===== config.mk =====
export PLATFORM = sky130hd
export DESIGN_NAME = vertibi_decoder
export DESIGN_NICKNAME = d
export VERILOG_FILES = /design/src/rtl/vertibi_decoder.sv
export SDC_FILE = /design/constraint.sdc
export NUM_CORES = 1
export LEC_CHECK = 0
export ABC_CLOCK_PERIOD_IN_PS = 9200
export CORE_MARGIN = 4
export CORE_UTILIZATION = 57
export CTS_CLUSTER_DIAMETER = 100
export DETAILED_ROUTE_END_ITERATION = 16
export HOLD_SLACK_MARGIN = 0.02
export PLACE_DENSITY = 0.88
export SLEW_MARGIN = 20
export SYNTH_ARGS = -nofsm -noshare
export SYNTH_HDL_FRONTEND = slang
export SYNTH_SLANG_ARGS = --single-unit

===== constraint.sdc =====
create_clock -name clk -period 9.2 [get_ports clk]
set_input_delay 1.38 -clock clk [delete_from_list [all_inputs] [get_ports clk]]
set_output_delay 1.38 -clock clk [all_outputs]
set_load 0.05 [all_outputs]

===== src/rtl/vertibi_decoder.sv =====
// Hard-decision Viterbi decoder, rate 1/2, K=3, generators (7,5) octal.
// Decodes back-to-back 8-symbol frames with register-exchange survivor paths.
module vertibi_decoder (
  input  logic       clk,
  input  logic       rst,
  input  logic [1:0] Signal,
  output logic [7:0] DataOut
);

  localparam logic [4:0] PmInit = 5'd16;
  localparam logic [4:0] PmMax  = 5'd31;

  logic [4:0] pm_q   [4];
  logic [4:0] pm_d   [4];
  logic [7:0] path_q [4];
  logic [7:0] path_d [4];
  logic [2:0] cnt_q;
  logic [7:0] data_out_q;

  logic [1:0] pred0 [4];
  logic [1:0] pred1 [4];
  logic [4:0] cand0 [4];
  logic [4:0] cand1 [4];
  logic [1:0] best;
  logic [4:0] best_pm;

  // Hamming distance between the received symbol and the branch's encoder output.
  function automatic logic [1:0] branch_metric(input logic [1:0] st, input logic u,
                                               input logic [1:0] sym);
    logic [1:0] exp_sym;
    logic [1:0] diff;
    exp_sym = {u ^ st[1] ^ st[0], u ^ st[0]};
    diff    = exp_sym ^ sym;
    return {1'b0, diff[1]} + {1'b0, diff[0]};
  endfunction

  function automatic logic [4:0] sat_add(input logic [4:0] pm, input logic [1:0] bm);
    logic [5:0] sum;
    sum = {1'b0, pm} + {4'b0000, bm};
    return (sum > {1'b0, PmMax}) ? PmMax : sum[4:0];
  endfunction

  always_comb begin
    for (int ns = 0; ns < 4; ns++) begin
      pred0[ns] = {ns[0], 1'b0};
      pred1[ns] = {ns[0], 1'b1};
      cand0[ns] = sat_add(pm_q[pred0[ns]], branch_metric(pred0[ns], ns[1], Signal));
      cand1[ns] = sat_add(pm_q[pred1[ns]], branch_metric(pred1[ns], ns[1], Signal));
      // Ties keep the even predecessor.
      if (cand1[ns] < cand0[ns]) begin
        pm_d[ns]   = cand1[ns];
        path_d[ns] = {path_q[pred1[ns]][6:0], ns[1]};
      end else begin
        pm_d[ns]   = cand0[ns];
        path_d[ns] = {path_q[pred0[ns]][6:0], ns[1]};
      end
    end
  end

  always_comb begin
    best    = 2'd0;
    best_pm = pm_d[0];
    for (int i = 1; i < 4; i++) begin
      if (pm_d[i] < best_pm) begin
        best    = 2'(i);
        best_pm = pm_d[i];
      end
    end
  end

  always_ff @(posedge clk) begin
    if (rst) begin
      cnt_q      <= 3'd0;
      data_out_q <= 8'h00;
      for (int i = 0; i < 4; i++) begin
        pm_q[i]   <= (i == 0) ? 5'd0 : PmInit;
        path_q[i] <= 8'h00;
      end
    end else begin
      cnt_q <= cnt_q + 3'd1;
      if (cnt_q == 3'd7) begin
        data_out_q <= path_d[best];
        for (int i = 0; i < 4; i++) begin
          pm_q[i]   <= (i == 0) ? 5'd0 : PmInit;
          path_q[i] <= 8'h00;
        end
      end else begin
        for (int i = 0; i < 4; i++) begin
          pm_q[i]   <= pm_d[i];
          path_q[i] <= path_d[i];
        end
      end
    end
  end

  assign DataOut = data_out_q;

endmodule


== Word level (Yosys, flattened, before mapping) ==
Memory sizes are Yosys's and may differ from the RTL's.
Index checks and enable logic that the tools add are counted.

* Logic and storage cells: 102
* Memories kept: 2
* RAM bits: 52
* Bits in registers: 11

* Magnitude comparators: 16
* Mux-type cells: 48
* Equality and inequality tests: 1
* Bitwise logic cells: 20
* Add/subtract/negate cells: 13

{| class="wikitable"
|+ Memory list
! memory !! depth !! bits a word !! rd ports !! clocked after memory_dff !! write ports !! RTL line !! source
|-
| path_q || 4 || 8 || 4 || 0 || 4 || 15 || <nowiki>logic [7:0] path_q [4];</nowiki>
|-
| pm_q || 4 || 5 || 4 || 0 || 4 || 13 || <nowiki>logic [4:0] pm_q [4];</nowiki>
|}

{| class="wikitable"
|+ Operator list
! kind !! number
|-
| two-way mux 8 bit || 14
|-
| two-way mux 5 bit || 22
|-
| adder 5 x 2 -> 6 bit || 8
|-
| > comparator 6 x 5 -> 1 bit (second input constant) || 8
|-
| less-than comparator 5 bit || 7
|-
| binary-select mux 8 bit (select 2 bit) || 1
|-
| bitwise OR 1 bit || 16
|-
| two-way mux 1 bit || 9
|-
| adder 1 x 1 -> 2 bit || 4
|-
| two-way mux 2 bit || 2
|-
| adder 3 x 1 -> 3 bit (second input constant) || 1
|-
| == test 3 bit (second input constant) || 1
|-
| >= comparator 3 bit (second input constant) || 1
|-
| inverter 2 -> 3 bit || 1
|-
| inverter 1 bit || 2
|-
| inverter 2 bit || 1
|}

== Logic depth before layout (Yosys ltp) ==
Gate-level depths: netlist of the first run.

* Depth in word-level cells: 17
* Gate-level depth with buffers: 45
* Mapped depth without buffers: 42

== Least setup slack after synthesis of the first run ==
Ideal clock, no wire load.

* Path type: input-to-reg
* Start point: in Signal[0]
* End point: reg data_out_q[4], in the netlist DataOut[4]
* Setup time: 0.086 ns
* Required time: 9.114 ns
* Arrival: 9.574 ns
* Path slack: -0.460 ns
* Stages on the path: 44
* Cells stage by stage: inv_1 > ha_1 > inv_1 > ha_1 > ha_1 > a21oi_1 > nor2_1 > nand3_1 > o21ai_0 > ha_1 > a21o_1 > nor3_1 > o211ai_2 > nand2_1 > buf_1 > mux2i_1 > ha_1 > o21ai_0 > [... 8 more ...] > a21oi_1 > ha_1 > a21o_1 > a21o_1 > a21oi_1 > o21ai_0 > o31ai_4 > clkbuf_1 > nor2_1 > a21oi_1 > ha_1 > a21o_1 > a21o_1 > a211oi_1 > nand2_1 > buf_2 > o21a_1 > a211oi_1

{| class="wikitable"
|+ RTL lines
! item !! RTL line !! source
|-
| from (decl) || 6 || <nowiki>input logic [1:0] Signal,</nowiki>
|-
| to (signal assigned) || 82 || <nowiki>data_out_q <= path_d[best];</nowiki>
|-
| to (decl) || 18 || <nowiki>logic [7:0] data_out_q;</nowiki>
|}

==> results of run 1 <==
==> worst min-delay path by stage <==
stage	start	slack, ns	endpoint	cells past startpoint
2_1_floorplan	cnt_q[0]	0.40	cnt_q[0]	1
3_3_place_gp	cnt_q[0]	0.41	cnt_q[0]	1
3_5_place_dp	cnt_q[0]	0.45	cnt_q[0]	1
4_1_cts	cnt_q[0]	0.46	cnt_q[0]	1
5_1_grt	cnt_q[0]	0.49	cnt_q[0]	1
6_report	cnt_q[0]	0.46	cnt_q[0]	1
==> cells in the mapped netlist (all sizes together), types with 6 or more instances <==
library cell	instances	area (um2)
clkbuf	9	33.8
nor2b	6	37.5
and3	7	43.8
nand3	10	50.1
inv	31	116
xnor2	8	70.1
a21oi	40	204
nand2	29	109
nor2	79	297
ha	48	601
o211ai	6	50.1
buf	10	56.3
mux2i	33	330
mux2	6	67.6
xor2	8	70.1
o21a	10	75.1
nand3b	7	52.6
and2	11	71.3
a21o	8	60.1
nand2b	13	81.3
a211oi	8	77.6
dfxtp	23	460
edfxtp	32	961
o21ai	27	139
nor3	10	55.1
==> through the flow <==
stage,cell area [um2],setup TNS (ns)
global route,5780,0
finish,5780,0
floorplan,4780,0
CTS,5550,0
detailed placement,5390,-5.27
global placement,5390,-1.19
==> worst reg2reg max path: cells and delay by family (launching register included) <==
kind	cells	cell delay [ns]
xor gates and xnor gates	1	0.24
buffers and inverters	5	0.58
adders and majority gates	4	1.21
DFF	1	0.56
and+or+nand+nor	6	0.94
AOI/OAI and AO/OA	17	2.89
muxes	4	1.10
==> timing repair <==
| item | in CTS | in global routing |
|---|---|---|
| setup endpoints to repair | 8 | 8 |
| buffers inserted | 0 | 11 |
| pin swaps | 0 | 20 |
| resized for setup | 15 | 36 |
==> cells by family after synthesis <==
| family | Yosys count |
|---|---|
| AND/OR/NAND/NOR | 183 |
| AO/OA/AOI/OAI | 134 |
| flip-flops | 55 |
| buffers and inverters | 50 |
| adder cells (fa/ha/maj) | 48 |
| multiplexers | 39 |
| XOR/XNOR | 16 |
| other | 1 |
==> sequential cells by signal, summed over array words and instances, names as in the netlist <==
name     flops
cnt_q        3
path_q      24
DataOut      8
pm_q        20
==> metal layers <==
metal | vias to the layer above | global-route usage (%) | part of all wire (%)
li1 | 2078 | - | -
met1 | 2089 | 29.2 | 39
met2 | 220 | 44.0 | 49
met3 | 86 | 4.29 | 6.3
met4 | 0 | 14.9 | 5.8
met5 | - | 0 | 0
==> layout make-up <==
type	instances	area, um2	area share, %
Multi-Input combinational cell	452	3320	57.5
Sequential cell	55	1420	24.6
Timing Repair Buffer	87	689	11.9
Tap cell	102	128	2.21
Inverter	31	116	2.01
Clock buffer	6	82.6	1.43
Clock inverter	2	20.0	0.346
==> results.yml, run 1 <==
layout:
  final_util_pct: 74.0
  nets: 684
  area_growth_pct: 24.7
  antenna_cells: 0
  layout_commonest_cell: "buf_4"
  fillers: 530
  final_layout_size_suffix_gt1_share_pct: 23.7
  fin_cells: 735
  final_cell_mix: "75 x buf_4, 74 x nor2_1, 42 x ha_1"
logic_synthesis:
  netlist_area_um2: 4630
  yosys_warnings: 0
  synth_compound_gate_area_share_pct: 21.3
  synthSimpleGateAreaFrac_pct: 19.0
  synthMuxAreaShare_pct: 8.59
  synth_ff_type: "edfxtp_1"
  yosysUniqueCellTypes: 65
  synth-edff-count: 32
  avgSynthCellArea_um2: 8.81
  synthAdderAreaFrac_pct: 13.0
  synth-seq-area-share_pct: 30.7
  yosys.area_share.xor_xnor_pct: 3.02
  synth_top_family_by_area: "compound AO/OA/AOI/OAI gates"
  synthArstFlopShare_pct: 0
  syn_inst: 526
  synth-seq-cells: 55
floorplanning:
  die_x_um: 98.2
  fp.dieH_um: 98.2
  core_region_area_um2: 7810
  die_area_um2: 9640
  num_rows: 32
  ios: 12
  initial_core_util_pct: 59.4
setup_path:
  path_delay_family: "compound AO/OA/AOI/OAI gates"
  cpMostUsedCell: "ha_1"
  rrSetupSlack_ns: 1.57
  max_stage_delay_ns: 0.39
  critPathLaunchType: "input port"
  path_depth: 42
  cp_data_required_time_ns: 9.38
  end_kind: "flip-flop"
  crit_type: "input port to flip-flop"
  cp.buffers_inverters: 8
  r2r_start: "pm_q[1][1]"
  reg2reg_to: "DataOut[1]"
  endpoint: "DataOut[1]"
  reg2regPathDepth: 37
  cp_max_fo: 4
  worstSetupStartpoint: "Signal[1]"
  crit_arrival_ns: 8.87
  slowest_stage: "or3b_4"
timing:
  post-route-min-period_ns: 8.69
  fin_hold_ws_ns: 0.459
  rsz0062_at_grt: "false"
  setup_viol: 0
  relSlewSlack_pct: 52.9
  layout_setup_ws_ns: 0.509
  fin_worst_skew_ns: 0.00772
  worst_pin_slew_ns: 0.697
  hold_viol: 0
  period_share_pct: 94.5
  finalMaxSlewViolations: 0
  fmax_mhz: 115
route:
  drt-initial-drc-count: 279
  drtAntennaViolNets: 0
  num_vias: 4473
  via_per_inst: 6.09
  drc: 0
  routedWlPerCell_um: 17.3
  routed_wl_um: 12700
  dr.pass1.iters: 6
clocking:
  cts_sinks: 55
  numCtsBuffers: 5
  path_clk_slew_ns: 0.10
  cts_tree: "done"
  clk_latency_ns: 0.31
  cts.htree.levels: 2
  ctsLongestPathBuffers: 2
  cts_root_buf: "clkbuf_8"
  cts_hold_buf: 0
global_routing:
  gr-total-overflow: 0
  track_usage_pct: 25.3
  grt_pass1_vias: 4599
  grt_max_degree: 29
  antenna_found_initial: 0
  grt_first_pass_wirelength_um: 20300
placed_design:
  place_ws_ns: -0.744
  dpl.hpwl_um: 9220
  portBuffers: 11
  dp_cells: 716
  gp_congestion: 0.910
flow_run:
  cap_violations: 0
hold_path:
  worstHoldPathType: "flip-flop to flip-flop"
status:
  outcome: "finished, final reports clean"
Power of run 1 is left out: the tool's default activity adds up to more than one toggle a clock period on the data nets, which glitch-free logic cannot reach.
==> inputs of run 2 (changes only) <==
Settings changed: CORE_MARGIN 4 to 1.5.
==> results.yml, run 2 (synthesis results as in run 1) <==
status:
  outcome: "finished, final reports clean"
setup_path:
  slowest_stage: "clkdlybuf4s50_1"
  end_kind: "flip-flop"
  cpMostUsedCell: "ha_1"
  max_stage_delay_ns: 0.48
  cp_data_required_time_ns: 9.45
  crit_arrival_ns: 9.30
  critPathLaunchType: "input port"
  cp_max_fo: 5
  crit_type: "input port to flip-flop"
timing:
  relSlewSlack_pct: 54.2
  hold_viol: 0
  tns_ns: 0
  layout_setup_ws_ns: 0.152
  post-route-min-period_ns: 9.05
  fmax_mhz: 111
  fin_worst_skew_ns: 0.0113
  fin_hold_ws_ns: 0.435
  setup_viol: 0
  worst_pin_slew_ns: 0.678
  period_share_pct: 98.3
  finalMaxSlewViolations: 0
floorplanning:
  core_region_area_um2: 7810
  num_rows: 32
  ios: 12
  die_x_um: 93.2
  initial_core_util_pct: 59.4
  die_area_um2: 8680
  fp.dieH_um: 93.2
global_routing:
  grt_first_pass_wirelength_um: 19800
  gr-total-overflow: 0
  grt_max_degree: 29
  track_usage_pct: 28.5
  grt_pass1_vias: 4391
  antenna_found_initial: 0
layout:
  nets: 674
  layout_commonest_cell: "nor2_1"
  multiInputGateArea_um2: 3270
  final_layout_size_suffix_gt1_share_pct: 20.5
  largest_reg_flops: 24
  final_cell_mix: "77 x nor2_1, 62 x buf_4, 44 x ha_1"
  fillers: 549
  largest-register: "path_q"
  area_growth_pct: 21.9
  antenna_cells: 0
  seqCellArea_um2: 1420
placed_design:
  dpl.hpwl_um: 9030
  portBuffers: 11
  gp_congestion: 0.983
  place_ws_ns: -0.622
clocking:
  cts_root_buf: "clkbuf_8"
  numCtsBuffers: 5
  path_clk_slew_ns: 0.11
  cts_sinks: 55
  cts_tree: "done"
  clk_latency_ns: 0.32
  cts.htree.levels: 2
  ctsLongestPathBuffers: 2
flow_run:
  cap_violations: 0
route:
  drtAntennaViolNets: 0
  routed_wl_um: 12200
  dr.pass1.iters: 5
  via_per_inst: 5.95
  drt-initial-drc-count: 360
  routedWlPerCell_um: 16.8
  num_vias: 4317
  drc: 0
hold_path:
  worstHoldPathType: "flip-flop to flip-flop"
run 2: cell count changes in the layout (fill, tap and decap cells not counted), sizes merged:
cell | before | now
buf | 76 | 66
clkdlybuf4s50 | 9 | 11
dlymetal6s2s | 2 | 0
clkbuf | 6 | 5
clkinv | 1 | 0
clkinvlp | 0 | 1
inv | 32 | 33
run 2: final timing paths:
| kind | startpoint | to | slack [ns] | cells after the start |
|---|---|---|---|---|
| max | Signal[1] | DataOut[6] | 0.15 | 42 |
| min | cnt_q[0] | cnt_q[0] | 0.43 | 1 |
| max reg2reg | pm_q[3][1] | DataOut[6] | 1.60 | 38 |
| min reg2reg | cnt_q[0] | cnt_q[0] | 0.43 | 1 |
run 2: worst max-delay path: cells and delay by family:
family,cells,cell delay (ns)
compound gates,19,3.84
fa+ha+maj,7,1.81
buf+inv,8,1.34
simple gates,7,0.77
xor+xnor,1,0.14
run 2: per-stage QoR:
stage / util [%] / area, um2 / std cells
5_1_grt: 72.4 / 5650 / 725
6_report: 72.4 / 5650 / 725
3_3_place_gp: 68.3 / 5330 / 708
4_1_cts: 69.9 / 5450 / 716
2_1_floorplan: - / 4780 / 557
3_5_place_dp: 68.3 / 5330 / 708
run 2: metal layers:
metal / wire length [um] / track usage [%] / share of wire [%]
met5: 0 / 0 / 0
met4: 483 / 14.3 / 4.0
met3: 630 / 4.15 / 5.2
met2: 6160 / 50.3 / 51
met1: 4900 / 33.4 / 40
run 2: area by class of cell:
cell class | count | area share [%]
sequential | 55 | 25.2
inverter | 31 | 2.06
clock buffer | 5 | 1.22
clock inverter | 3 | 0.487
timing repair buffer | 77 | 10.9
multi-input combinational | 452 | 57.9
tap | 102 | 2.26
run 2: timing repair:
| item | CTS | global route |
|---|---|---|
| gates resized for setup | 9 | 31 |
| hold buffers | 0 | 0 |
| buffers inserted | 0 | 8 |
| gates cloned | 0 | 1 |
| setup endpoints to repair | 8 | 8 |
| pin swaps | 0 | 22 |
Power of run 2 is left out for the same reason.
==> inputs of run 3 (changes only) <==
Settings changed: ABC_AREA from default to 1, CTS_CLUSTER_DIAMETER 100 to default.
==> results.yml, run 3 <==
global_routing:
  grt_first_pass_wirelength_um: 17800
  track_usage_pct: 26.0
  antenna_found_initial: 0
  grt_max_degree: 36
  gr-total-overflow: 0
  grt_pass1_vias: 4051
timing:
  setup_viol: 0
  layout_setup_ws_ns: 0.770
  rsz0062_at_grt: "false"
  tns_ns: 0
  relSlewSlack_pct: 49.4
  fmax_mhz: 119
  period_share_pct: 91.6
  hold_viol: 0
  finalMaxSlewViolations: 0
  fin_worst_skew_ns: 0.0122
  worst_pin_slew_ns: 0.756
  post-route-min-period_ns: 8.43
logic_synthesis:
  synth-edff-count: 32
  netlist_area_um2: 4620
  avgSynthCellArea_um2: 6.95
  synth-seq-cells: 55
  synth_ff_type: "edfxtp_1"
  synth-seq-area-share_pct: 30.7
  yosysUniqueCellTypes: 35
  yosys_warnings: 0
  yosysMostFrequentCell: "nand2_1"
  yosys-top-cells-count: "187 x nand2_1, 91 x inv_1, 72 x nor2_1"
  synth_area_leaders: "edfxtp_1 21%, nand2_1 15%, ha_1 13%"
  synthArstFlopShare_pct: 0
  synth_top_cell_area_share_pct: 20.8
  yosys.area.top_type: "edfxtp_1"
  syn_inst: 665
route:
  drtAntennaViolNets: 0
  routed_wl_um: 10700
  dr.pass1.iters: 6
  drc: 0
  via_per_inst: 5.33
  drt-initial-drc-count: 277
  routedWlPerCell_um: 13.3
  num_vias: 4291
hold_path:
  hold_depth: 1
  worstHoldPathType: "flip-flop to flip-flop"
floorplanning:
  initial_core_util_pct: 59.2
  fp.dieH_um: 93.1
  core_region_area_um2: 7810
  ios: 12
  num_rows: 32
  die_x_um: 93.1
  die_area_um2: 8660
placed_design:
  placed_cell_area_um2: 4920
  place_ws_ns: 0.165
  dpl.hpwl_um: 8580
  gp_congestion: 1.02
  dp_cells: 797
  portBuffers: 11
layout:
  largest_reg_flops: 24
  final_layout_size_suffix_gt1_share_pct: 8.82
  fin_cells: 805
  area_growth_pct: 8.77
  fillers: 733
  antenna_cells: 0
  nets: 754
  stdcell_area_um2: 5030
  layout_commonest_cell: "nand2_1"
  largest-register: "path_q"
  final_cell_mix: "187 x nand2_1, 91 x inv_1, 72 x nor2_1"
setup_path:
  crit_arrival_ns: 8.66
  critPathLaunchType: "input port"
  max_stage_delay_ns: 0.57
  crit_type: "input port to flip-flop"
  cpMostUsedCell: "nand2_1"
  slowest_stage: "clkdlybuf4s50_1"
  end_kind: "flip-flop"
  reg2regPathDepth: 41
  cp_max_fo: 18
  cp_data_required_time_ns: 9.43
clocking:
  cts_sinks: 55
  postCtsSetupBuffers: 0
  cts_hold_buf: 0
  postCtsResizedCells: 0
  path_clk_slew_ns: 0.11
  numCtsBuffers: 5
  ctsLongestPathBuffers: 2
  cts_tree: "done"
  clk_latency_ns: 0.33
  cts_root_buf: "clkbuf_8"
  cts.htree.levels: 2
status:
  outcome: "finished, final reports clean"
flow_run:
  cap_violations: 0
==> run 3: changes by cell type in the layout (fill, tap and decap cells not counted), sizes merged, moves of 10 or more <==
cell,previous run,this run
inv,33,98
o21ai,27,66
mux2i,33,2
nand2,29,210
nor3,10,0
nand3,10,31
and2,11,0
nand2b,13,0
buf,66,2
a21oi,40,22
==> run 3: layout make-up <==
class	instances	area [um2]	share of cell area, %
clock buffer	5	68.8	1.37
clock inverter	3	27.5	0.547
inverter	98	368	7.32
multi-input combinational	529	2890	57.5
sequential	55	1420	28.3
tap	102	128	2.54
timing repair buffer	13	125	2.49
==> run 3: path summary, 6_finish.rpt <==
check,from,to,slack [ns]
worst min register to register,cnt_q[0],cnt_q[0],0.42
worst max-delay path,Signal[1],DataOut[6],0.77
worst max register to register,pm_q[3][1],DataOut[6],2.40
worst min-delay path,cnt_q[0],cnt_q[0],0.42
==> run 3: metrics by stage <==
stage	utilization, %	hold slack, ns
after floorplan	-	0.395
after global placement	63.0	0.407
after detailed placement	63.0	0.413
after CTS	64.3	0.429
after global routing	64.4	0.469
final	64.4	0.423
==> run 3: per-layer routing <==
layer / vias to the layer above / wire length, um / global-route usage [%]
met3: 28 / 557 / 3.33
li1: 2160 / - / -
met4: 0 / 300 / 10.1
met2: 149 / 5260 / 47.3
met1: 1954 / 4580 / 30.8
met5: - / 0 / 0
==> run 3: cells by family after synthesis <==
kind of cell             count (synthesis)  synth area share (%)
AO/OA/AOI/OAI                           96                  11.3
flip-flops                              55                  30.7
AND/OR/NAND/NOR                        336                  32.1
buffers and inverters                  112                  9.47
adder cells (fa/ha/maj)                 48                  13.0
other                                    1                0.0811
XOR/XNOR                                15                  2.84
multiplexers                             2                 0.433
==> run 3: critical path: cells and delay by family <==
family | cells | cell delay [ns]
AOI/OAI and AO/OA | 9 | 1.99
and+or+nand+nor | 21 | 1.96
adders and majority gates | 7 | 1.95
buffers and inverters | 7 | 1.19
xor gates and xnor gates | 1 | 0.18
Power of run 3 is left out for the same reason.
